### src/rtl/key_debounce_pkg.sv
// Shared types for the keypad debounce block.
// Optional auto-repeat is enabled with KEY_DEBOUNCE_REPEAT_EN.
package key_debounce_pkg;
  localparam int KEY_WIDTH = 4;

  typedef logic [KEY_WIDTH-1:0] key_event_t;

  localparam key_event_t KEY_NONE = 4'd0;

  typedef enum logic [1:0] {
    IDLE,
    CONFIRM,
    PRESSED,
    RELEASE
  } state_t;
endpackage

### src/rtl/key_debounce_fifo.sv
// Small event FIFO between the debouncer and the lock FSM.
// A push into a full FIFO succeeds only when a pop frees a slot.
module key_event_fifo
  import key_debounce_pkg::*;
#(
  parameter int FIFO_DEPTH = 4
) (
  input  logic       clock,
  input  logic       reset,
  input  logic       push,
  input  key_event_t push_data,
  input  logic       pop,
  output key_event_t head,
  output logic       valid,
  output logic       full,
  output logic       drop
);
  localparam int AW = $clog2(FIFO_DEPTH);
  localparam logic [AW:0] DEPTH_C = (AW+1)'(FIFO_DEPTH);

  key_event_t    mem [FIFO_DEPTH];
  logic [AW-1:0] wr_ptr;
  logic [AW-1:0] rd_ptr;
  logic [AW:0]   count;
  logic          do_pop;
  logic          do_push;

  assign valid   = (count != '0);
  assign full    = (count == DEPTH_C);
  assign do_pop  = pop & valid;
  assign do_push = push & (~full | do_pop);
  assign drop    = push & full & ~do_pop;
  assign head    = valid ? mem[rd_ptr] : KEY_NONE;

  always_ff @(posedge clock or posedge reset) begin
    if (reset) begin
      wr_ptr <= '0;
      rd_ptr <= '0;
      count  <= '0;
    end else begin
      if (do_push) wr_ptr <= wr_ptr + 1'b1;
      if (do_pop)  rd_ptr <= rd_ptr + 1'b1;
      unique case ({do_push, do_pop})
        2'b10:   count <= count + 1'b1;
        2'b01:   count <= count - 1'b1;
        default: count <= count;
      endcase
    end
  end

  always_ff @(posedge clock) begin
    if (do_push) mem[wr_ptr] <= push_data;
  end
endmodule

### src/rtl/key_debounce.sv
// Keypad debounce FSM feeding a valid/ready event FIFO.
// Define KEY_DEBOUNCE_REPEAT_EN for auto-repeat while a key is held.
module key_debounce
  import key_debounce_pkg::*;
#(
  parameter int STABLE_CYCLES = 12,
  parameter int CNT_WIDTH     = 5,
  parameter int FIFO_DEPTH    = 4
`ifdef KEY_DEBOUNCE_REPEAT_EN
  ,
  parameter int REPEAT_CYCLES = 24
`endif
) (
  input  logic                 clock,
  input  logic                 reset,
  input  logic [KEY_WIDTH-1:0] key_in,
  output logic                 key_valid,
  output logic [KEY_WIDTH-1:0] key_code,
  input  logic                 key_ready,
  output logic                 key_held,
  output logic                 overflow
);
  localparam logic [CNT_WIDTH-1:0] LAST = CNT_WIDTH'(STABLE_CYCLES - 1);
  localparam logic [CNT_WIDTH-1:0] ONE  = CNT_WIDTH'(1);

  state_t               state, state_n;
  key_event_t           cand, cand_n;
  logic [CNT_WIDTH-1:0] count, count_n;
  logic                 push_press;
  logic                 push;
  logic                 fifo_full;
  logic                 fifo_drop;

  always_ff @(posedge clock or posedge reset) begin
    if (reset) begin
      state    <= IDLE;
      cand     <= KEY_NONE;
      count    <= '0;
      overflow <= 1'b0;
    end else begin
      state    <= state_n;
      cand     <= cand_n;
      count    <= count_n;
      overflow <= overflow | (fifo_drop & fifo_full);
    end
  end

  always_comb begin
    state_n    = state;
    cand_n     = cand;
    count_n    = count;
    push_press = 1'b0;
    unique case (state)
      IDLE: begin
        if (key_in != KEY_NONE) begin
          cand_n  = key_in;
          count_n = ONE;
          state_n = CONFIRM;
        end
      end
      CONFIRM: begin
        if (key_in == cand) begin
          if (count == LAST) begin
            push_press = 1'b1;
            count_n    = '0;
            state_n    = PRESSED;
          end else begin
            count_n = count + 1'b1;
          end
        end else if (key_in == KEY_NONE) begin
          count_n = '0;
          state_n = IDLE;
        end else begin
          cand_n  = key_in;
          count_n = ONE;
        end
      end
      PRESSED: begin
        if (key_in != cand) begin
          count_n = ONE;
          state_n = RELEASE;
        end
      end
      RELEASE: begin
        if (key_in == KEY_NONE) begin
          if (count == LAST) begin
            cand_n  = KEY_NONE;
            count_n = '0;
            state_n = IDLE;
          end else begin
            count_n = count + 1'b1;
          end
        end else if (key_in == cand) begin
          count_n = '0;
          state_n = PRESSED;
        end else begin
          count_n = ONE;
        end
      end
      default: state_n = IDLE;
    endcase
  end

`ifdef KEY_DEBOUNCE_REPEAT_EN
  localparam logic [CNT_WIDTH-1:0] RLAST = CNT_WIDTH'(REPEAT_CYCLES - 1);

  logic [CNT_WIDTH-1:0] rpt_q;
  logic                 stay;
  logic                 rpt_hit;

  // Counts only uninterrupted PRESSED cycles; any exit restarts it.
  assign stay    = (state == PRESSED) && (state_n == PRESSED);
  assign rpt_hit = stay && (rpt_q == RLAST);
  assign push    = push_press | rpt_hit;

  always_ff @(posedge clock or posedge reset) begin
    if (reset)        rpt_q <= '0;
    else if (rpt_hit) rpt_q <= '0;
    else if (stay)    rpt_q <= rpt_q + 1'b1;
    else              rpt_q <= '0;
  end
`else
  assign push = push_press;
`endif

  assign key_held = (state == PRESSED) || (state == RELEASE);

  key_event_fifo #(
    .FIFO_DEPTH(FIFO_DEPTH)
  ) u_fifo (
    .clock    (clock),
    .reset    (reset),
    .push     (push),
    .push_data(cand),
    .pop      (key_ready),
    .head     (key_code),
    .valid    (key_valid),
    .full     (fifo_full),
    .drop     (fifo_drop)
  );
endmodule

### config.mk
export PLATFORM = sky130hd
export DESIGN_NAME = key_debounce
export DESIGN_NICKNAME = d
export VERILOG_FILES = /design/src/rtl/key_debounce_pkg.sv /design/src/rtl/key_debounce_fifo.sv /design/src/rtl/key_debounce.sv
export SDC_FILE = /design/constraint.sdc
export NUM_CORES = 1
export LEC_CHECK = 0
export ABC_CLOCK_PERIOD_IN_PS = 2900
export CAP_MARGIN = 30
export CORE_MARGIN = 4
export CORE_UTILIZATION = 40
export CTS_CLUSTER_DIAMETER = 50
export CTS_CLUSTER_SIZE = 14
export DETAILED_ROUTE_END_ITERATION = 8
export PLACE_DENSITY = 0.63
export SLEW_MARGIN = 30
export SYNTH_ARGS = -nofsm -noshare
export SYNTH_HDL_FRONTEND = slang
export SYNTH_HIERARCHICAL = 1
export SYNTH_SLANG_ARGS = --single-unit
### constraint.sdc
create_clock -name clock -period 2.9 [get_ports clock]
set_input_delay 0.58 -clock clock [delete_from_list [all_inputs] [get_ports clock]]
set_output_delay 0.58 -clock clock [all_outputs]
set_load 0.01 [all_outputs]
---- Word level (Yosys, flattened, before mapping) ----
Memory sizes are Yosys's and may differ from the RTL's.
Index checks and enable logic that the tools add are counted.
Widths: inputs -> output; s select.
cells by class
  add/subtract/negate cells ............... 5
  equality and inequality tests ........... 19
  multiplexer cells ....................... 30
  bitwise operators ....................... 9
  reductions and logical operators ........ 10
operator list
  cell                 number
  $mux 5               5
  $mux 4               6
  $pmux 5 s4           1
  $mux 2               8
  $ne 2x2->1 const B   6
  $ne 3x3->1 const B   4
  $pmux 4 s3           1
  $reduce_and 6->1     2
  $pmux 2 s4           1
  $mux 1               7
  $eq 2x2->1 const B   3
  $pmux 3 s2           1
  $reduce_bool 3->1    2
  $add 5x1->5 const B  1
  $and 1x1->1          5
  $eq 5x4->1 const B   1
  $add 2x1->2 const B  2
  $eq 2x1->1 const B   2
  $eq 4x4->1           1
  $logic_not 4->1      1
  $ne 4x4->1           1
  $reduce_bool 4->1    1
  $add 3x1->3 const B  1
  $eq 3x3->1 const B   1
  7 further kinds      9
storage, ports and cells
  register bits after elaboration ......... 19
  memory bits (writable) .................. 16
  input port bits ......................... 7
  output and inout port bits .............. 7
  word-level logic and storage cells ...... 81
  memories kept ........................... 1
memories
  memory      words  bits a word  rd ports  clocked after memory_dff  write ports  line                     text
  u_fifo.mem  4      4            1         0                         1            key_debounce_fifo.sv:21  key_event_t mem [FIFO_DEPTH];

---- Logic depth before layout (Yosys ltp) ----
  depth after elaboration ................. 8
  gate-level depth with buffers ........... 12
  gate-level depth less buffers ........... 12

---- Hierarchy ----
Netlist, hierarchy kept.
modules (own cells, without submodules)
  module          times used  cells an instance  area each (um^2)  seq. area each (um^2)
  key_event_fifo  1           66                 1054.8            655.6
  key_debounce    1           80                 805.8             300.3

---- Worst setup path before layout ----
No wires, ideal clock.
  path kind ............................... input to register
  start ................................... in key_in[0]
  end ..................................... reg u_fifo.count[2]
  library setup time ...................... 125 ps
  arrival time ............................ 2298 ps
  required time ........................... 2775 ps
  path slack .............................. 477 ps
  stages .................................. 12
  buffers on the path ..................... 0
  path through ............................ xor2_1 -> nor4_4 -> nand2_1 -> nor2_1 -> o21a_4 -> inv_1 -> ha_1 -> inv_1 -> fa_1 -> xor2_1 -> nor2_1 -> xor2_1
between the ends
  cells in the longest elaborated chain, start to end .. 6
  elaborated cells between the ends (all ways) .. 8
  those cells by class .................... eq/ne: 3; mux: 3; bitwise: 1; reduce/logical: 1
ends and longest elaborated chain
  what                                             line                     text
  from (decl)                                      key_debounce.sv:16       input logic [KEY_WIDTH-1:0] key_in,
  $eq 4x4->1 (*)                                   key_debounce.sv:62       if (key_in == cand) begin
  $mux 1 (*)                                       key_debounce.sv:62
  $mux 1 (*)                                       key_debounce.sv:53       unique case (state)
  via push                                         key_debounce.sv:30       logic push;
  $and 1x1->1 (*)                                  key_debounce_fifo.sv:31  assign do_push = push & (~full | do_pop);
  $eq 2x1->1 or $eq 2x2->1 (tied branches)         key_debounce_fifo.sv:43  unique case ({do_push, do_pop})
  $pmux 3 s2 or $reduce_bool 2->1 (tied branches)  n/a
  to (signal assigned)                             key_debounce_fifo.sv:44  2'b10: count <= count + 1'b1;
  to (signal assigned)                             key_debounce_fifo.sv:45  2'b01: count <= count - 1'b1;
  to (signal assigned)                             key_debounce_fifo.sv:46  default: count <= count;
  to (decl)                                        key_debounce_fifo.sv:24  logic [AW:0] count;
The timed path passes the listed nets; every way through them passes the cells marked *.
A chain may end at the register's enable or synchronous reset.

---- Final worst setup path ----
  start ................................... reg u_fifo.rd_ptr[0]
  end ..................................... out key_code[3]
between the ends
  cells in the longest elaborated chain, start to end .. 2
ends and longest elaborated chain
  what                    line                     text
  from (decl)             key_debounce_fifo.sv:23  logic [AW-1:0] rd_ptr;
  from (signal assigned)  key_debounce_fifo.sv:42  if (do_pop) rd_ptr <= rd_ptr + 1'b1;
  $mem_v2 4x4             n/a
  $mux 4                  key_debounce_fifo.sv:33  assign head = valid ? mem[rd_ptr] : KEY_NONE;
  to (decl)               key_debounce.sv:18       output logic [KEY_WIDTH-1:0] key_code,
No other way between the ends.

==> impl_metrics.csv <==
group,metric,value,unit
floorplan,start_util,42.1,%
finish,final_area,2210,µm²
place,io_buffers,13,
clock_network,clock_latency,290,ps
timing,finalClockSkew,11.6,ps
timing,relSlewSlack,65.8,%
synthesis,synth_nets,165,
synthesis,ys_types,43,
worst_setup_path,crit_buf_inv,1,
worst_setup_path,cp_max_fo,6,
drt,vias,1149,
timing,setup_viol,0,
timing,period_needed,2610,ps
run,cap_violations,0,
synthesis,synthesis.area,1860,µm²
pwr,irDropWorstVdd,0.432,mV
drt,wl,3290,µm
drt,drt_iter0_markers,127,
clock_network,tritoncts,"built",
worst_setup_path,worstPathCellList,"mux4_2, and2_1, clkdlybuf4s50_1",
worst_hold_path,hp-class,"reg -> reg",
floorplan,rows,24,
clock_network,cts_max_path_buffers,2,
global_routing,grt_overflow,0,
worst_setup_path,worstSetupPathType,"reg -> out",
clock_network,hold_buffers,0,
timing,rsz0062_at_grt,"false",
place,place_area,2100,µm²
synthesis,ys_ff_latch,35,
global_routing,met1_usage,15.9,%
clock_network,post_cts_buffers,0,
finish,final_common_cell,"dfrtp_1",
finish,layout_common_cells,"dfrtp_1, edfxtp_1, inv_1, clkdlybuf4s50_1, ha_1",
synthesis,yosysSeqAreaShare,51.4,%
synthesis,async_flop_share,54.3,%
timing,drv_slew,0,
floorplan,core_area,4410,µm²
clock_network,h-tree-depth,2,
global_routing,antenna_found_initial,0,
place,dp_slack,-3.98,ps
drt,drc,0,
worst_setup_path,cp-start-kind,"flop",
pwr,leakagePower,0.915,nW
clock_network,cts_inserted_buffers,5,
worst_setup_path,timing.rr.start,"cand[0]$_DFFE_PP0P_",
status,outcome,"finished clean",
worst_setup_path,max_stage_delay,550,ps
finish,num_antenna_cells,0,
floorplan,die-area,5810,µm²
synthesis,synthCells,146,
floorplan,die_x,76.2,µm
floorplan,pin_count,14,
finish,fillers,388,
worst_hold_path,hp-start,"overflow$_DFF_PP0_",
global_routing,first_global_vias,1283,
clock_network,path_clk_slew,70,ps
timing,max_freq,0.383,GHz
global_routing,grt_start_max_net_pins,13,
pwr,power_density,870,nW/µm²
synthesis,synth-edff-count,16,
worst_setup_path,critPathTopFamily,"flip-flops",
timing,worst-slew-pin-transition,508,ps
finish,fin_nets,190,
finish,drive_above_1_share,19.2,%
drt,post_drt_wl_per_cell,14.7,µm
clock_network,cts.sinks,35,
finish,area_delta_synth_final,18.9,%
timing,min_period_over_period,90.0,%
clock_network,cts-root-buf,"clkbuf_8",
worst_setup_path,cp_slowest_cell,"dfrtp_1",
worst_setup_path,endpoint_kind,"output port",
global_routing,use_met3,3.43,%
global_routing,grt_pass1_wl,6110,µm
synthesis,synthFlopType,"dfrtp_1",
global_routing,track_usage,12.8,%
worst_setup_path,cp.required,2320,ps
synthesis,synth_area_per_cell,12.7,µm²
global_routing,busiest_layer,"met2",
place,place.gp.congestion,0.809,
drt,first_pass_iters,4,
worst_setup_path,startpoint,"u_fifo/rd_ptr[0]$_DFFE_PP0P_",
place,hpwl,2550,µm
worst_setup_path,critPathArrivalTime,2030,ps
clock_network,cts_resized,0,
drt,via_per_inst,5.13,
timing,timing.final.ws_setup,290,ps
drt,antenna_left,0,
synthesis,yosys_warnings,6,
timing,finalHoldViolations,0,
floorplan,dieHeight,76.2,µm
global_routing,use_met2,21.7,%
worst_setup_path,r2r_setup_slack,620,ps
synth_stat cells, types with 2 or more instances:
| master | instances | share of area (%) |
|---|---|---|
| mux2_1 | 5 | 3.0 |
| a22oi_1 | 2 | 0.81 |
| xor2_1 | 7 | 3.3 |
| nand3_1 | 2 | 0.54 |
| dfrtp_1 | 19 | 26 |
| mux2i_1 | 2 | 1.1 |
| and2_1 | 6 | 2.0 |
| xnor2_1 | 3 | 1.4 |
| o21ai_0 | 2 | 0.54 |
| ha_1 | 11 | 7.4 |
| nand2_1 | 3 | 0.61 |
| inv_1 | 14 | 2.8 |
| nor2b_1 | 4 | 1.3 |
| a21oi_1 | 3 | 0.81 |
| o22ai_1 | 2 | 0.67 |
| mux4_2 | 4 | 4.8 |
| edfxtp_1 | 16 | 26 |
| o211ai_2 | 2 | 1.3 |
| or3_1 | 4 | 1.3 |
| nor2_1 | 8 | 1.6 |
| nor3b_1 | 2 | 0.81 |
| and2_2 | 4 | 1.6 |
sequential cells by signal, indices dropped and copies added, names as in the netlist:
signal and cells:
count 5, u_fifo/mem 16, overflow 1, u_fifo/rd_ptr 2, state 2, cand 4, u_fifo/wr_ptr 2, u_fifo/count 3
where the power goes:
group	internal (mW)	total, mW	switching, mW	leakage, nW
clock network	0.256	0.441	0.186	0.0581
registers	0.643	0.769	0.125	0.376
logic	0.387	0.716	0.328	0.481
total	1.29	1.93	0.639	0.915
metrics by stage:
| stage | std cells | total power [mW] | util [%] | TNS [ps] | hold WS, ps |
|---|---|---|---|---|---|
| after global routing | 224 | 2.07 | 50.1 | 0 | 500 |
| final | 224 | 1.93 | 50.1 | 0 | 456 |
| after CTS | 224 | 1.96 | 50.1 | 0 | 464 |
| after floorplan | 146 | 1.27 | - | 0 | 383 |
| after detailed placement | 216 | 1.51 | 47.6 | -3.98 | 448 |
| after global placement | 216 | 1.48 | 47.6 | 0 | 444 |
final cells by class:
class / count / area, µm² / area share (%)
Sequential cell: 35 / 956 / 43.2
Multi-Input combinational cell: 94 / 836 / 37.8
Timing Repair Buffer: 21 / 190 / 8.60
Clock buffer: 5 / 68.8 / 3.11
Tap cell: 52 / 65.1 / 2.94
Inverter: 14 / 52.6 / 2.38
Clock inverter: 3 / 43.8 / 1.98
final timing paths:
| kind | cells past startpoint | to |
|---|---|---|
| hold reg to reg | 1 | overflow$_DFF_PP0_ |
| setup reg to reg | 12 | u_fifo/count[2]$_DFFE_PP0P_ |
| hold / removal | 1 | overflow$_DFF_PP0_ |
| max in group asynchronous | 2 | count[4]$_DFFE_PP0P_ |
| min in group asynchronous | 2 | u_fifo/wr_ptr[1]$_DFFE_PP0P_ |
| setup / recovery | 3 | key_code[3] |
kinds of logic (layout without fill, tap and decap cells):
kind of cell / after synthesis / after routing / synth area share (%)
and+or+nand+nor: 42 / 42 / 14.4
DFF: 35 / 35 / 51.4
AOI/OAI and AO/OA: 18 / 18 / 7.60
buffers and inverters: 17 / 43 / 3.70
adders and majority gates: 12 / 12 / 8.47
muxes: 12 / 12 / 9.75
xor gates and xnor gates: 10 / 10 / 4.71
worst register-to-register path, delay by kind of cell (launching register included):
family / cells / cell delay, ps
and+or+nand+nor: 4 / 620
xor gates and xnor gates: 3 / 470
DFF: 1 / 450
adders and majority gates: 2 / 370
AOI/OAI and AO/OA: 1 / 150
buffers and inverters: 2 / 110
routing by layer:
metal	vias to the layer above	part of all wire (%)	wire, µm
met4	0	1.4	46
met5	-	0	0
li1	567	-	-
met3	7	2.8	93
met1	562	45	1470
met2	13	51	1680
Power figures use the tool's default switching activity.
==> RTL change 1, RTL diff (same flow settings) <==
The parameter `CNT_WIDTH` goes from 5 to 10.
--- a/src/rtl/key_debounce.sv
+++ b/src/rtl/key_debounce.sv
@@ -4,7 +4,7 @@
   import key_debounce_pkg::*;
 #(
   parameter int STABLE_CYCLES = 12,
-  parameter int CNT_WIDTH     = 5,
+  parameter int CNT_WIDTH     = 10,
   parameter int FIFO_DEPTH    = 4
 `ifdef KEY_DEBOUNCE_REPEAT_EN
   ,
Formal check against the unedited RTL: no difference found for any inputs over 10 cycles, from zero or initial values and one cycle with reset high; that may be too few to reach the edited logic, so the function may still have changed.
==> RTL change 1 against the unedited design <==
- register-to-register slack got worse by 0.03 ns
- largest power group unchanged
- routed wire length up 12%
- area after synthesis is 16% higher
- clock skew decreased by 0.0057 ns
- setup slack improved by 0.018 ns
- total power rose by 7.8%
- non-clock buffer count is 2 higher
- clock power up 1%
- design area rose by 15%
- worst hold slack improved by 0.014 ns
- sequential cell count increased by 5
- sequential share of layout area is 0.63 points lower
- highest routed layer unchanged
- critical path depth is 10 higher
- largest cell class unchanged
==> RTL change 1: results (changes against the unedited design) <==
CP endpoint=u_fifo/count[2]; CP max FO=2 (-4); Synth Warn #=6 (unchanged); WL/cell=13.65 um (-7.2%); Reg-to-Reg Start=cand[1]; synth top area cells=dfrtp_1 28%, edfxtp_1 22%, ha_1 6.4%, mux4_2 4.2%, a22o_1 3.2%; hold crit path type=flip-flop to flip-flop; Total GRT Usage=12.56% (-0.21 points); RD Place Congestion=0.8263 (+2.2%); reg2reg setup slack=0.59 ns (-0.03 ns); largest net degree at the start of global routing=18 (+5); root buffer cell=clkbuf_8; P_leak=1.075 nW (+18%); commonest cells in the synthesized netlist=24 x dfrtp_1, 16 x edfxtp_1, 11 x ha_1, 11 x inv_1, 11 x nor2b_1; Worst Skew=0.005896 ns (-0.005742 ns); Nets=218 (+15%); clock latency at the later pin of the worst-skew pair=0.29 ns (about the same); HPWL Detailed=2768 um (+8.5%); Hold Startpoint=overflow; First-pass DRT Iterations=4 (unchanged); Worst Path Arrival=2.76 ns (+0.73 ns); Post-synth EDFFs=16 (unchanged); Worst R2R Path Depth=12 (unchanged); Ant. Diodes=0 (unchanged); Syn Nets=193 (+17%); initial drt markers=90 (-29%); Placed Area=2431 um^2 (+16%); Synth top area share=27.71% (+1.9 points); Rel. slew slack=52.56% (-13 points); Top Registers=u_fifo/mem x16, count x10, cand x4; CTS buffer count=5 (unchanged); first-pass GRT wire length=6458 um (+5.8%); final setup vio count=0 (unchanged); share of post-route cells with drive strength above 1=19.50% (+0.31 points); H-tree Lvls=2 (unchanged); I/O Buffers=13 (unchanged); CTS resizes=0 (unchanged); ys async rst share=60.00% (+5.7 points); vias per inst=5.041 (-1.7%); CTS Buffer Depth=2 (unchanged); status=finished, final reports clean; Cell variety after synth=42 (-2.3%); worst vdd ir=0.0004535 V (+5.0%); register area share after synthesis=49.88% (-1.5 points); vias in the first global route=1357 (+5.8%); post-CTS setup buffer count=0 (unchanged); CP startpoint=key_in[1]; initial antenna violation count=0 (unchanged); CTS clk-pin slew, worst paths=0.08 ns
RTL change 1: cell types whose count changed after synthesis, sizes merged, moves of 2 or more:
cell / delta
a22o: +8
a22oi: -2
and3: +5
dfrtp: +5
inv: -3
nor2b: +7
o21ai: +6
o22ai: -2
or3: -3
RTL change 1: how the worst min path moves through the flow:
stage / endpoint / slack, ns / depth (start not counted)
after floorplan: u_fifo/count[0] / 0.38 / 1
after global placement: overflow / 0.45 / 1
after detailed placement: overflow / 0.46 / 1
after CTS: overflow / 0.48 / 1
after global routing: overflow / 0.50 / 1
final: overflow / 0.47 / 1
RTL change 1: logic make-up after synthesis:
kind of cell	count (synthesis)	share of synthesized area, %
muxes	12	8.545
DFF	40	49.88
xor gates and xnor gates	10	4.042
buffers and inverters	16	3.233
adders and majority gates	12	7.275
AOI/OAI and AO/OA	30	10.05
and+or+nand+nor	54	16.98
RTL change 1: layer usage:
| metal | track usage, % | wire (um) | vias up |
|---|---|---|---|
| li1 | - | - | 674 |
| met2 | 20.68 | 1835 | 16 |
| met5 | 0 | 0 | - |
| met3 | 3.399 | 117 | 2 |
| met4 | 3.488 | 15 | 0 |
| met1 | 16.29 | 1716 | 669 |
RTL change 1: final cells by class:
class                   count  area (um^2)
multi-input cells         118         1016
clock buffers               6        72.57
inverters                  11        41.29
well taps                  70        87.58
clock inverters             2        35.03
flip-flops and latches     40         1081
repair buffers             23        205.2
fillers                   461         2634
RTL change 1: critical path: stages:
cell and delay [ns]:
clkdlybuf4s50_1 0.43, xor2_1 0.19, nor4_4 0.31, nand2_1 0.12, nor2_1 0.18, o21a_4 0.16, inv_1 0.03, ha_1 0.18
inv_1 0.07, fa_1 0.17, xor2_1 0.14, nor2_1 0.06, xor2_1 0.14
RTL change 1: power by group:
| part | switching [mW] | internal (mW) | total, mW | leakage [nW] |
|---|---|---|---|---|
| combinational | 0.341 | 0.448 | 0.789 | 0.574 |
| clock | 0.192 | 0.255 | 0.447 | 0.0552 |
| sequential | 0.127 | 0.713 | 0.840 | 0.446 |
| total | 0.659 | 1.42 | 2.08 | 1.08 |
RTL change 1: through the flow:
step | hold WS (ns) | setup TNS (ns) | cells | utilization (%) | worst slack, ns
floorplan | 0.3834 | 0 | 174 | - | 0.4397
global placement | 0.4490 | 0 | 262 | 47.00 | 0.06914
detailed placement | 0.4615 | -0.001672 | 262 | 47.00 | -0.001672
CTS | 0.4793 | 0 | 270 | 49.08 | 0.3022
global route | 0.4974 | 0 | 270 | 49.08 | 0.1077
finish | 0.4698 | 0 | 270 | 49.08 | 0.3074
==> RTL change 2, RTL diff (config.mk and constraints unchanged) <==
Made on the original files. Re-encode `state_t` (4 states) as one-hot, 4 bits wide.
--- a/src/rtl/key_debounce_pkg.sv
+++ b/src/rtl/key_debounce_pkg.sv
@@ -7,11 +7,11 @@
 
   localparam key_event_t KEY_NONE = 4'd0;
 
-  typedef enum logic [1:0] {
-    IDLE,
-    CONFIRM,
-    PRESSED,
-    RELEASE
+  typedef enum logic [3:0] {
+    IDLE    = 4'b0001,
+    CONFIRM = 4'b0010,
+    PRESSED = 4'b0100,
+    RELEASE = 4'b1000
   } state_t;
 endpackage
 
Function: same outputs for any inputs over 10 cycles, from zero or initial values and one cycle with reset high; not proved beyond that.
==> RTL change 2 against the unedited design <==
- area after synthesis rose by 4.8%
- routed wire length rose by 6.0%
- largest cell class unchanged
- clock skew fell by 0.0058 ns
- sequential cell count rose by 2
- first-iteration DRC count fell by 56%
- design area rose by 2.5%
- setup slack got worse by 0.025 ns
- total power fell by 4.3%
- critical path type is now primary input to flip-flop
==> RTL change 2: results (changes against the unedited design) <==
Worst Skew=0.005844 ns (-0.005794 ns); ys async rst share=56.76% (+2.5 points); met1 wire length=1440 um (-1.9%); P_leak=0.9358 nW (+2.3%); register area share after synthesis=51.64% (+0.26 points); first-pass GRT wire length=6320 um (+3.5%); Nets=193 (+1.6%); # fillers=425 (+9.5%); Reg-to-Reg Start=count[0]; HPWL Detailed=2707 um (+6.1%); GRT met2 Usage=23.12% (+1.5 points); Worst Path Arrival=2.84 ns (+0.81 ns); largest net degree at the start of global routing=15 (+2); Syn Nets=172 (+4.2%); dpl cells=239 (+11%); status=finished, final reports clean; Synth Warn #=6 (unchanged); CP peak stage delay=0.54 ns; Syn Inst Count=158 (+8.2%); Placed Area=2181 um^2 (+3.9%); WL/cell=14.13 um (-3.9%); Top Registers=u_fifo/mem x16, count x5; commonest cells in the synthesized netlist=20 x dfrtp_1, 16 x edfxtp_1, 13 x inv_1; RD Place Congestion=0.8608 (+6.5%); Total GRT Usage=13.26% (+0.49 points); Worst path slowest cell=clkdlybuf4s50_1; Worst R2R Path Depth=11 (-1); met1 Usage GRT=15.13% (-0.75 points); routed vias=1293 (+13%); delay-heaviest family, CP=buffers and inverters; CTS resizes=0 (unchanged); Rel. slew slack=41.67% (-24 points); synth top area cells=dfrtp_1 26%, edfxtp_1 25%, mux4_2 4.6%, ha_1 3.8%, xor2_1 3.6%; hold_ws=0.4853 ns (+0.02927 ns); Global Route met3 Usage=4.060% (+0.63 points); initial drt markers=56 (-56%); root buffer cell=clkbuf_8; routed wl met2=1867 um (+11%); Cell variety after synth=51 (+19%); fin cells=247 (+10%); reg2reg setup slack=0.47 ns (-0.15 ns); hold crit path type=flip-flop to flip-flop; share of post-route cells with drive strength above 1=19.44% (+0.26 points); worst vdd ir=0.0004424 V (+2.4%); CP max FO=4 (-2); metal3 WL=110 um (+18%); CP startpoint=key_in[2]; pre-CTS setup slack=-0.01017 ns (-0.006189 ns)
-- RTL change 2: cell count changes in the layout (fill, tap and decap cells not counted), sizes merged, moves of 3 or more --
cell,change
nor2b,-3
ha,-5
mux2,-3
mux2i,+3
nand2,+5
nor4b,+3
-- RTL change 2: worst reg2reg max path, stage by stage, from the launching register on --
cell      delay [ns]
dfrtp_1         0.39
ha_1            0.24
nor4bb_1        0.42
and3_1          0.27
o21a_4          0.14
inv_1           0.03
ha_1            0.19
inv_1           0.07
fa_1            0.18
xor2_1          0.15
nor2_1          0.07
xor2_1          0.15
-- RTL change 2: how the worst max path moves through the flow --
stage / to / cells after the start / slack, ns
detailed placement: u_fifo/count[2] / 12 / -0.01
global route: key_held / 3 / 0.10
finish: u_fifo/count[2] / 12 / 0.26
global placement: u_fifo/count[2] / 12 / 0.1
floorplan: u_fifo/count[2] / 11 / 0.27
CTS: key_code[0] / 3 / 0.29
-- RTL change 2: cell type report --
class                   instances  area (um^2)  share of cell area [%]
multi-input cells             102        862.1                   38.02
flip-flops and latches         37         1007                   44.43
well taps                      67        83.83                   3.698
repair buffers                 19        175.2                   7.726
clock inverters                 3        17.52                  0.7726
clock buffers                   5        68.82                   3.035
inverters                      14        52.55                   2.318
-- RTL change 2: cells by family (layout without fill, tap and decap cells) --
group	count (synthesis)	count (layout)	share of synthesized area, %
AND/OR/NAND/NOR	50	50	16.17
buffers and inverters	19	41	4.169
XOR/XNOR	13	13	5.837
AO/OA/AOI/OAI	20	20	8.211
adder cells (fa/ha/maj)	7	7	4.875
flip-flops	37	37	51.64
multiplexers	12	12	9.108
-- RTL change 2: power by group --
part           switching, mW  internal [mW]  total [mW]
combinational          0.301          0.371       0.672
sequential             0.143          0.678       0.822
clock                  0.183          0.166       0.349
total                  0.628           1.22        1.84
